**config.mk**
```make
export PLATFORM = sky130hd
export DESIGN_NAME = nlf_enum
export DESIGN_NICKNAME = d
export VERILOG_FILES = /design/src/rtl/crypto1_nlf_pkg.sv /design/src/rtl/nlf_preimage_rom.sv /design/src/rtl/nlf_enum.sv
export SDC_FILE = /design/constraint.sdc
export NUM_CORES = 1
export LEC_CHECK = 0
export BUFFER_PORTS_ARGS = -buffer_cell sky130_fd_sc_hd__buf_2
export CAP_MARGIN = 20
export CORE_MARGIN = 2
export CORE_UTILIZATION = 40
export CTS_CLUSTER_SIZE = 28
export DETAILED_ROUTE_END_ITERATION = 10
export PLACE_DENSITY = 0.6
export SYNTH_ARGS = -nofsm -noshare
export SYNTH_HDL_FRONTEND = slang
export SYNTH_SLANG_ARGS = --single-unit
```
**constraint.sdc**
```tcl
create_clock -name CLK -period 4.7 [get_ports CLK]
set_clock_uncertainty 0.2 [all_clocks]
set_input_delay 0.47 -clock CLK [delete_from_list [all_inputs] [get_ports CLK]]
set_output_delay 0.47 -clock CLK [all_outputs]
set_load 0.02 [all_outputs]
```
**src/rtl/crypto1_nlf_pkg.sv**
```systemverilog
// Crypto-1 non-linear filter tables, preimage helper functions and the
// enumerator state type shared by nlf_enum and nlf_preimage_rom.
package crypto1_nlf_pkg;

    localparam logic [15:0] NLF_FA = 16'h9E98;
    localparam logic [15:0] NLF_FB = 16'hB48E;
    localparam logic [31:0] NLF_FC = 32'hEC57E80A;

    typedef enum logic [1:0] {
        ST_IDLE,
        ST_RUN,
        ST_NONE
    } nlf_state_t;

    // Number of inputs x in [0, 2**nin) with fn[x] == b.
    function automatic int nlf_popcount(
        input logic [63:0] fn,
        input int          nin,
        input logic        b
    );
        int c;
        c = 0;
        for (int x = 0; x < (1 << nin); x++)
            if (fn[x] == b) c++;
        return c;
    endfunction

    // k-th (ascending, from 0) input x with fn[x] == b; 0 if none exists.
    function automatic int nlf_preimage(
        input logic [63:0] fn,
        input int          nin,
        input logic        b,
        input int          k
    );
        int c;
        int r;
        c = 0;
        r = 0;
        for (int x = 0; x < (1 << nin); x++) begin
            if (fn[x] == b) begin
                if (c == k) r = x;
                c++;
            end
        end
        return r;
    endfunction

endpackage

```
**src/rtl/nlf_preimage_rom.sv**
```systemverilog
// Elaboration-time lookup (b, idx) -> idx-th ascending preimage of b.
// Ports: b = requested bit, idx = preimage index, x = filter input vector.
module nlf_preimage_rom
    import crypto1_nlf_pkg::*;
#(
    parameter int               NIN = 4,
    parameter logic [2**NIN-1:0] FN = 16'hB48E,
    parameter int               IW  = $clog2(2**NIN + 1)
) (
    input  logic           b,
    input  logic [IW-1:0]  idx,
    output logic [NIN-1:0] x
);

    localparam int N = 2**NIN;

    logic [NIN-1:0] tab [2][N];

    for (genvar bb = 0; bb < 2; bb++) begin : g_bit
        for (genvar k = 0; k < N; k++) begin : g_ent
            assign tab[bb][k] =
                NIN'(nlf_preimage(64'(FN), NIN, 1'(bb), k));
        end
    end

    always_comb begin
        x = '0;
        for (int k = 0; k < N; k++)
            if (idx == IW'(k)) x = tab[b][k];
    end

endmodule

```
**src/rtl/nlf_enum.sv**
```systemverilog
// Streams every filter input vector producing REQ_BIT, ascending, one per
// cycle. Ports: CLK/RESET, REQ_* request side, OUT_* beat side, ABORT, BUSY.
module nlf_enum
    import crypto1_nlf_pkg::*;
#(
    parameter int               NIN = 4,
    parameter logic [2**NIN-1:0] FN = 16'hB48E
) (
    input  logic           CLK,
    input  logic           RESET,
    input  logic           REQ_VALID,
    input  logic           REQ_BIT,
    output logic           REQ_READY,
    input  logic           ABORT,
    output logic           OUT_VALID,
    input  logic           OUT_READY,
    output logic [NIN-1:0] OUTPUT,
    output logic           OUT_LAST,
    output logic           OUT_NONE,
    output logic           BUSY
);

    localparam int IW   = $clog2(2**NIN + 1);
    localparam int CNT0 = nlf_popcount(64'(FN), NIN, 1'b0);
    localparam int CNT1 = nlf_popcount(64'(FN), NIN, 1'b1);

    nlf_state_t     state, n_state;
    logic           b_q, n_b;
    logic [IW-1:0]  idx_q, n_idx;
    logic [NIN-1:0] rom_x;
    logic [NIN-1:0] n_out;
    logic           n_last, n_none;
    logic           hs;
    logic [IW-1:0]  n_cnt;

    // ROM is addressed with the next (b, idx) so OUTPUT can be registered.
    nlf_preimage_rom #(
        .NIN (NIN),
        .FN  (FN),
        .IW  (IW)
    ) u_rom (
        .b   (n_b),
        .idx (n_idx),
        .x   (rom_x)
    );

    assign REQ_READY = (state == ST_IDLE) & ~ABORT;
    assign hs        = OUT_VALID & OUT_READY;
    assign n_cnt     = n_b ? IW'(CNT1) : IW'(CNT0);

    always_comb begin
        n_state = state;
        n_b     = b_q;
        n_idx   = idx_q;
        unique case (state)
            ST_IDLE: begin
                if (REQ_VALID && REQ_READY) begin
                    n_b   = REQ_BIT;
                    n_idx = '0;
                    if ((REQ_BIT ? CNT1 : CNT0) > 0)
                        n_state = ST_RUN;
                    else
                        n_state = ST_NONE;
                end
            end
            ST_RUN: begin
                if (ABORT) begin
                    n_state = ST_IDLE;
                    n_idx   = '0;
                end else if (hs) begin
                    if (OUT_LAST) begin
                        n_state = ST_IDLE;
                        n_idx   = '0;
                    end else begin
                        n_idx = idx_q + 1'b1;
                    end
                end
            end
            ST_NONE: begin
                if (ABORT || hs) n_state = ST_IDLE;
            end
            default: n_state = ST_IDLE;
        endcase

        n_out  = (n_state == ST_RUN) ? rom_x : '0;
        n_none = (n_state == ST_NONE);
        n_last = n_none ||
                 ((n_state == ST_RUN) && (n_idx == n_cnt - 1'b1));
    end

    always_ff @(posedge CLK or posedge RESET) begin
        if (RESET) begin
            state     <= ST_IDLE;
            b_q       <= 1'b0;
            idx_q     <= '0;
            OUT_VALID <= 1'b0;
            OUTPUT    <= '0;
            OUT_LAST  <= 1'b0;
            OUT_NONE  <= 1'b0;
            BUSY      <= 1'b0;
        end else begin
            state     <= n_state;
            b_q       <= n_b;
            idx_q     <= n_idx;
            OUT_VALID <= (n_state != ST_IDLE);
            OUTPUT    <= n_out;
            OUT_LAST  <= n_last;
            OUT_NONE  <= n_none;
            BUSY      <= (n_state != ST_IDLE);
        end
    end

endmodule
```
==> Flow_metrics.wiki, run 1 <==
{| class="wikitable"
! Metric !! Value
|-
| Crit path launch || idx_q[0]
|-
| Number of pins with negative max-slew slack in the final report || 0
|-
| Leading post-synthesis cells by instance count || sky130_fd_sc_hd__dfrtp_1, sky130_fd_sc_hd__inv_1, sky130_fd_sc_hd__nand2_1, sky130_fd_sc_hd__o21ai_0, sky130_fd_sc_hd__nor2_1
|-
| Synth async-reset ratio || 1.00
|-
| Detailed-route wire length || 1.73 mm
|-
| Maximum single-stage delay on the critical path || 0.42 ns
|-
| Global placer's final weighted congestion || 0.798
|-
| Starting utilization of the core area || 0.415
|-
| Post-detailed-placement cell area || 895 µm²
|-
| Num Clock Sinks || 15
|-
| Worst relative slew slack || 0.575
|-
| Share of the synthesized area in the top cell type || 0.470
|-
| Number of remaining DRC errors || 0
|-
| Synthesized net count || 84
|-
| Critical setup path kind || flip-flop to flip-flop
|-
| Start of the worst register-to-register path || idx_q[0]
|-
| Run status || complete, no violations
|-
| Worst voltage drop across the vdd grid || 0.183 mV
|-
| Total congestion overflow || 0
|-
| Cell breakdown of the critical path || ha_1 -> and3_1 -> a211oi_1 -> o2bb2ai_4 -> xnor2_1 -> maj3_2 -> nor2_2
|-
| Type of the most critical hold path || input pin to asynchronous set/reset pin
|-
| RSZ-0062 raised after global routing || no
|-
| Crit path max fanout || 7
|-
| Routed vias || 651
|-
| Number of instances in the synthesized netlist || 77
|-
| Clock latency on the worst-skew pair || 0.29 ns
|-
| Number of antenna cells inserted || 0
|-
| Utilization after layout || 0.480
|-
| Number of H-tree levels || 1
|-
| Share of synthesized area occupied by flip-flops and latches || 0.470
|-
| Count of yosys warnings during synthesis || 0
|-
| Number of global-route vias before repair || 684
|-
| Row count || 16
|-
| Cell accounting for the most synthesized area || sky130_fd_sc_hd__dfrtp_1
|-
| Number of violations reported at the end of detailed-routing iteration 0 || 11
|-
| Cell leakage power || 0.423 nW
|-
| Largest buffer count on any clock path || 2
|-
| Standard cell with the maximum stage delay on the critical path || sky130_fd_sc_hd__dfrtp_1
|-
| Post-CTS resize count || 0
|-
| Area added between synthesis and finish || 15.5%
|-
| Maximum number of pins on one net before global-route repair || 16
|-
| Clock slew at the register clock pins of the worst setup and hold paths || 0.10 ns
|-
| Category of the worst setup path launch point || flip-flop
|-
| Clock tree from TritonCTS || done
|-
| Total CTS buffers || 3
|-
| Biggest area contributors in the synthesized netlist || sky130_fd_sc_hd__dfrtp_1, sky130_fd_sc_hd__o2bb2ai_4, sky130_fd_sc_hd__o21ai_0
|-
| Die H || 48.7 µm
|-
| Leading register cell type out of synthesis || sky130_fd_sc_hd__dfrtp_1
|-
| Core ar. || 0.00192 mm²
|-
| Number of nets in the layout || 102
|-
| PortBufs || 14
|-
| Layout Cell Area excl Fill || 922 µm²
|-
| Number of enable flip-flop cells after synthesis || 0
|-
| Wire length of the first global-routing pass || 3.07 mm
|-
| Summed instance area of the synthesized netlist || 798 µm²
|-
| Post-synthesis sequential element count || 15
|-
| Worst-margin pin slew || 0.631 ns
|-
| I/O pin count || 15
|-
| Most repeated cell in the gate-level netlist after synthesis || sky130_fd_sc_hd__dfrtp_1
|-
| Data required time at the worst endpoint || 4.72 ns
|-
| Maximum achievable frequency || 440 MHz
|-
| Setup TNS || 0 ns
|-
| Number of antenna violations at the first check in global routing || 0
|-
| Data arrival time at the worst-slack endpoint || 2.30 ns
|-
| Average cell area after synthesis || 10.4 µm²
|-
| CTS Root Buffer Type || sky130_fd_sc_hd__clkbuf_4
|-
| Via count normalized by instance count || 5.38
|-
| Share of the clock period used by the worst path || 0.484
|-
| DR WL/cell || 14.3 µm
|-
| Proportion of layout cells with a drive suffix above 1 || 0.309
|-
| Overall track demand over capacity in global routing || 0.168
|-
| Critical path endpoint category || flip-flop
|-
| Endpoints failing setup || 0
|-
| Number of distinct library cells after synthesis || 38
|-
| Minimum clock period || 2.27 ns
|-
| Count of final hold-check violations || 0
|-
| # Max-Cap Violations || 0
|-
| Die area || 0.00237 mm²
|-
| Power density relative to cell area || 286 mW/mm²
|-
| Detail Placement HPWL || 1.29 mm
|-
| Die width || 48.7 µm
|-
| Pre-Repair DR Iteration Count || 4
|-
| Number of hold-repair buffers added at the cts stage || 0
|-
| Residual antenna-violating net count after detailed routing || 0
|-
| Post-CTS setup buffers || 0
|}
==> metal layers <==
| layer | up-vias | GRT usage | part of all wire |
|---|---|---|---|
| met3 | 2 | 0.0309 | 0.033 |
| met1 | 321 | 0.197 | 0.45 |
| met2 | 12 | 0.299 | 0.51 |
| li1 | 316 | - | - |
| met4 | 0 | 0.0714 | 0.0081 |
| met5 | - | 0 | 0 |
==> cell type report <==
cell class	count	area (µm²)
clock inverter	1	5.00
clock buffer	3	22.5
multi-input combinational	55	393
timing repair buffer	14	70.1
sequential	15	375
inverter	6	22.5
fill	205	1000
tap	27	33.8
==> cells by family after synthesis <==
group / Yosys count / synth area share
AND/OR/NAND/NOR: 28 / 0.199
AO/OA/AOI/OAI: 21 / 0.210
flip-flops: 15 / 0.470
buffers and inverters: 7 / 0.0376
XOR/XNOR: 2 / 0.0219
multiplexers: 2 / 0.0313
adder cells (fa/ha/maj): 2 / 0.0298
==> power by group <==
part           switching, W  internal, W
Sequential       0.00000513     0.000135
Clock             0.0000438    0.0000316
Combinational     0.0000316    0.0000172
Total             0.0000805     0.000184
==> layout by cell type, fill, tap and decap left out, types with 2 or more instances in the layout <==
cell                        n
sky130_fd_sc_hd__a21oi_1    3
sky130_fd_sc_hd__a31oi_1    2
sky130_fd_sc_hd__a211oi_1   2
sky130_fd_sc_hd__nand4_1    2
sky130_fd_sc_hd__nand2_1    5
sky130_fd_sc_hd__o21ai_0    5
sky130_fd_sc_hd__dfrtp_1   15
sky130_fd_sc_hd__nor3b_1    2
sky130_fd_sc_hd__nand3_1    3
sky130_fd_sc_hd__clkbuf_4   3
sky130_fd_sc_hd__buf_2     14
sky130_fd_sc_hd__nor2_1     4
sky130_fd_sc_hd__nor2b_1    2
sky130_fd_sc_hd__nor4_1     2
sky130_fd_sc_hd__inv_1      5
==> sequential cells by signal (all words and copies together), names as in the netlist <==
name	flops
OUT_NONE	1
state	2
b_q	1
OUTPUT	4
OUT_LAST	1
idx_q	5
BUSY	1
==> path summary, 6_finish.rpt <==
kind | to | slack [ns] | cells after the start
setup / recovery | OUTPUT[2] | 2.43 | 7
hold / removal | idx_q[0] | 0.02 | 2
setup reg to reg | OUTPUT[2] | 2.43 | 7
hold reg to reg | idx_q[4] | 0.36 | 1
max in group asynchronous | OUT_LAST | 3.90 | 2
min in group CLK | OUT_NONE | 0.21 | 2
==> stage by stage <==
step / hold slack [ns] / worst slack [ns] / power [W] / instances
2_1_floorplan: 0.171 / 2.57 / 0.000178 / 77
6_report: 0.0190 / 2.43 / 0.000264 / 121
5_1_grt: 0.0654 / 2.28 / 0.000278 / 121
3_3_place_gp: 0.321 / 2.35 / 0.000190 / 117
4_1_cts: 0.0423 / 2.44 / 0.000266 / 121
3_5_place_dp: 0.353 / 2.16 / 0.000191 / 117
==> worst max-delay path: cells and delay by family, from the launching register on <==
family | cells | cell delay (ns)
adders and majority gates | 2 | 0.57
xor gates and xnor gates | 1 | 0.18
AOI/OAI and AO/OA | 2 | 0.51
DFF | 1 | 0.42
and+or+nand+nor | 2 | 0.32
(Power assumes the default switching activity.)
==> run 2: changes to the inputs <==
PLACE_DENSITY = 0.62   (was 0.6)
clock period = 1.85 ns   (was 4.7 ns; I/O delays follow)
==> Flow_metrics.wiki, run 2 (synthesis gave the netlist of run 1 again) <==
{| class="wikitable"
! Metric !! Value
|-
| Register containing the most flip-flops in the final layout || idx_q
|-
| Capture point of the critical path || OUTPUT[2]
|-
| Top flop regs || idx_q x5, OUTPUT x4, state x2
|-
| Number of pins with negative max-slew slack in the final report || 0 (unchanged)
|-
| Depth of the most critical reg-to-reg path || 6 (-1)
|-
| Maximum number of pins on one net before global-route repair || 16 (unchanged)
|-
| Cell leakage power || 0.563 nW (+33%)
|-
| End of the worst register-to-register path || OUTPUT[2]
|-
| Top Family by Delay on Critical Path || simple AND/OR/NAND/NOR gates
|-
| Maximum single-stage delay on the critical path || 0.45 ns (+0.03 ns)
|-
| Proportion of layout cells with a drive suffix above 1 || 0.529 (+0.221)
|-
| Number of global-route vias before repair || 788 (+15%)
|-
| Pre-Repair DR Iteration Count || 4 (unchanged)
|-
| Area added between synthesis and finish || 49.4%
|-
| Data required time at the worst endpoint || 1.87 ns (-2.85 ns)
|-
| Via count normalized by instance count || 5.28 (-1.8%)
|-
| RSZ-0062 raised after global routing || yes
|-
| Global placer's final weighted congestion || 0.797 (about the same)
|-
| Worst hold path stage count || 3
|-
| Stages on worst setup path || 6 (-1)
|-
| Wire length of the first global-routing pass || 3.48 mm (+13%)
|-
| Category of the worst setup path launch point || flip-flop
|-
| Core ar. || 0.00192 mm² (unchanged)
|-
| Number of violations reported at the end of detailed-routing iteration 0 || 10 (-1)
|-
| Critical path endpoint category || flip-flop
|-
| Fillcell total || 157 (-23%)
|-
| Start of the worst register-to-register path || state[0]
|-
| Crit path launch || state[0]
|-
| Type of the most critical hold path || input pin to flip-flop
|-
| Final worst setup slack || -0.120 ns (-2.55 ns)
|-
| Clock tree from TritonCTS || done
|-
| Largest register FFs || 5 (unchanged)
|-
| Number of H-tree levels || 1 (unchanged)
|-
| Register-to-register setup slack || -0.12 ns (-2.55 ns)
|-
| Starting utilization of the core area || 0.415 (unchanged)
|-
| Worst voltage drop across the vdd grid || 0.363 mV (+98%)
|-
| Detail Placement HPWL || 1.49 mm (+16%)
|-
| Standard cell with the maximum stage delay on the critical path || sky130_fd_sc_hd__or3b_4
|-
| Num Clock Sinks || 15 (unchanged)
|-
| Routed vias || 771 (+18%)
|-
| Critical path buffers and inverters || 1 (+1)
|-
| Total congestion overflow || 0 (unchanged)
|-
| Endpoints failing setup || 4 (+4)
|-
| # Max-Cap Violations || 0 (unchanged)
|-
| Die H || 48.7 µm (unchanged)
|-
| Number of antenna cells inserted || 0 (unchanged)
|-
| Total CTS buffers || 3 (unchanged)
|-
| Number of antenna violations at the first check in global routing || 0 (unchanged)
|-
| Clock latency on the worst-skew pair || 0.28 ns (about the same)
|-
| Power density relative to cell area || 612 mW/mm² (+110%)
|-
| Post-detailed-placement cell area || 0.00108 mm² (+21%)
|-
| Worst relative slew slack || 0.615 (+0.0396)
|-
| Run status || finished with violations
|-
| Detailed-route wire length || 1.97 mm (+14%)
|-
| Number of remaining DRC errors || 0 (unchanged)
|-
| Overall track demand over capacity in global routing || 0.191 (+0.0226)
|-
| Pre-CTS setup slack || -0.159 ns (-2.32 ns)
|-
| Failing checks || setup timing
|-
| Share of the clock period used by the worst path || 1.07 (+0.581)
|-
| Die width || 48.7 µm (unchanged)
|-
| Die area || 0.00237 mm² (unchanged)
|-
| Maximum achievable frequency || 507 MHz (+15%)
|-
| Row count || 16 (unchanged)
|-
| Number of nets in the layout || 127 (+25%)
|-
| Commonest cells after routing, fill and taps aside || sky130_fd_sc_hd__buf_4, sky130_fd_sc_hd__dfrtp_1, sky130_fd_sc_hd__buf_2, sky130_fd_sc_hd__inv_1
|-
| Layout Cell Area excl Fill || 0.00119 mm² (+29%)
|-
| Cell breakdown of the critical path || or3b_4 -> o221ai_4 -> a22oi_2 -> buf_4 -> maj3_2 -> nor2_2
|-
| DR WL/cell || 13.5 µm (-5.7%)
|-
| Leading cell type in the layout, fill and taps excluded || sky130_fd_sc_hd__buf_4
|-
| Crit path max fanout || 5 (-2)
|-
| Worst-margin pin slew || 0.577 ns (-0.0534 ns)
|-
| Minimum clock period || 1.97 ns (-0.303 ns)
|-
| Clock slew at the register clock pins of the worst setup and hold paths || 0.09 ns (about the same)
|-
| CTS Root Buffer Type || sky130_fd_sc_hd__clkbuf_4
|-
| PortBufs || 14 (unchanged)
|-
| Critical setup path kind || flip-flop to flip-flop
|-
| I/O pin count || 15 (unchanged)
|-
| Largest buffer count on any clock path || 2 (unchanged)
|-
| Residual antenna-violating net count after detailed routing || 0 (unchanged)
|-
| Count of final hold-check violations || 0 (unchanged)
|-
| Setup TNS || -0.226 ns (-0.226 ns)
|-
| Data arrival time at the worst-slack endpoint || 1.99 ns (-0.31 ns)
|-
| Final Total Pwr || 0.000730 W (+180%)
|}
[run 2: worst min-delay path by stage]
stage / endpoint / startpoint
final: idx_q[4] / OUT_READY
after global routing: idx_q[4] / OUT_READY
after CTS: idx_q[4] / OUT_READY
after detailed placement: OUT_NONE / RESET
after global placement: OUT_NONE / RESET
after floorplan: OUTPUT[0] / RESET
[run 2: report_power, final]
part / internal [W] / switching, W / total [W]
clock: 0.0000802 / 0.000104 / 0.000185
combinational: 0.0000893 / 0.000102 / 0.000191
sequential: 0.000343 / 0.0000111 / 0.000354
[run 2: final cells by class]
class                      count  area (µm²)  area share
clock inverter                 1        5.00     0.00420
clock buffer                   3        22.5      0.0189
tap                           27        33.8      0.0283
sequential                    15         377       0.316
timing repair buffer          39         267       0.224
inverter                       6        22.5      0.0189
multi-input combinational     55         465       0.390
[run 2: worst reg2reg max path: stages, from the launching register on]
cell	delay, ns
sky130_fd_sc_hd__dfrtp_1	0.41
sky130_fd_sc_hd__or3b_4	0.45
sky130_fd_sc_hd__o221ai_4	0.18
sky130_fd_sc_hd__a22oi_2	0.15
sky130_fd_sc_hd__buf_4	0.16
sky130_fd_sc_hd__maj3_2	0.29
sky130_fd_sc_hd__nor2_2	0.07
[run 2: metrics by stage]
stage | hold slack (ns) | cells | util
after floorplan | -0.114 | 77 | -
after global placement | 0.0752 | 136 | 0.561
after detailed placement | 0.0795 | 136 | 0.561
after CTS | 0.0684 | 144 | 0.605
after global routing | 0.0975 | 146 | 0.620
final | 0.0819 | 146 | 0.620
[run 2: metal layers]
| layer | global-route usage | up-vias | wire length (µm) |
|---|---|---|---|
| met5 | 0 | - | 0 |
| met4 | 0.0571 | 0 | 25 |
| met3 | 0.0370 | 5 | 67 |
| met2 | 0.333 | 20 | 1030 |
| met1 | 0.238 | 382 | 844 |
| li1 | - | 364 | - |
[run 2: repair_timing]
item,CTS,global route
hold endpoints to repair,16,0
buffers inserted,2,2
hold buffers,2,0
pin swaps,2,3
gates resized for setup,3,6
endpoints found under the setup margin,4,7
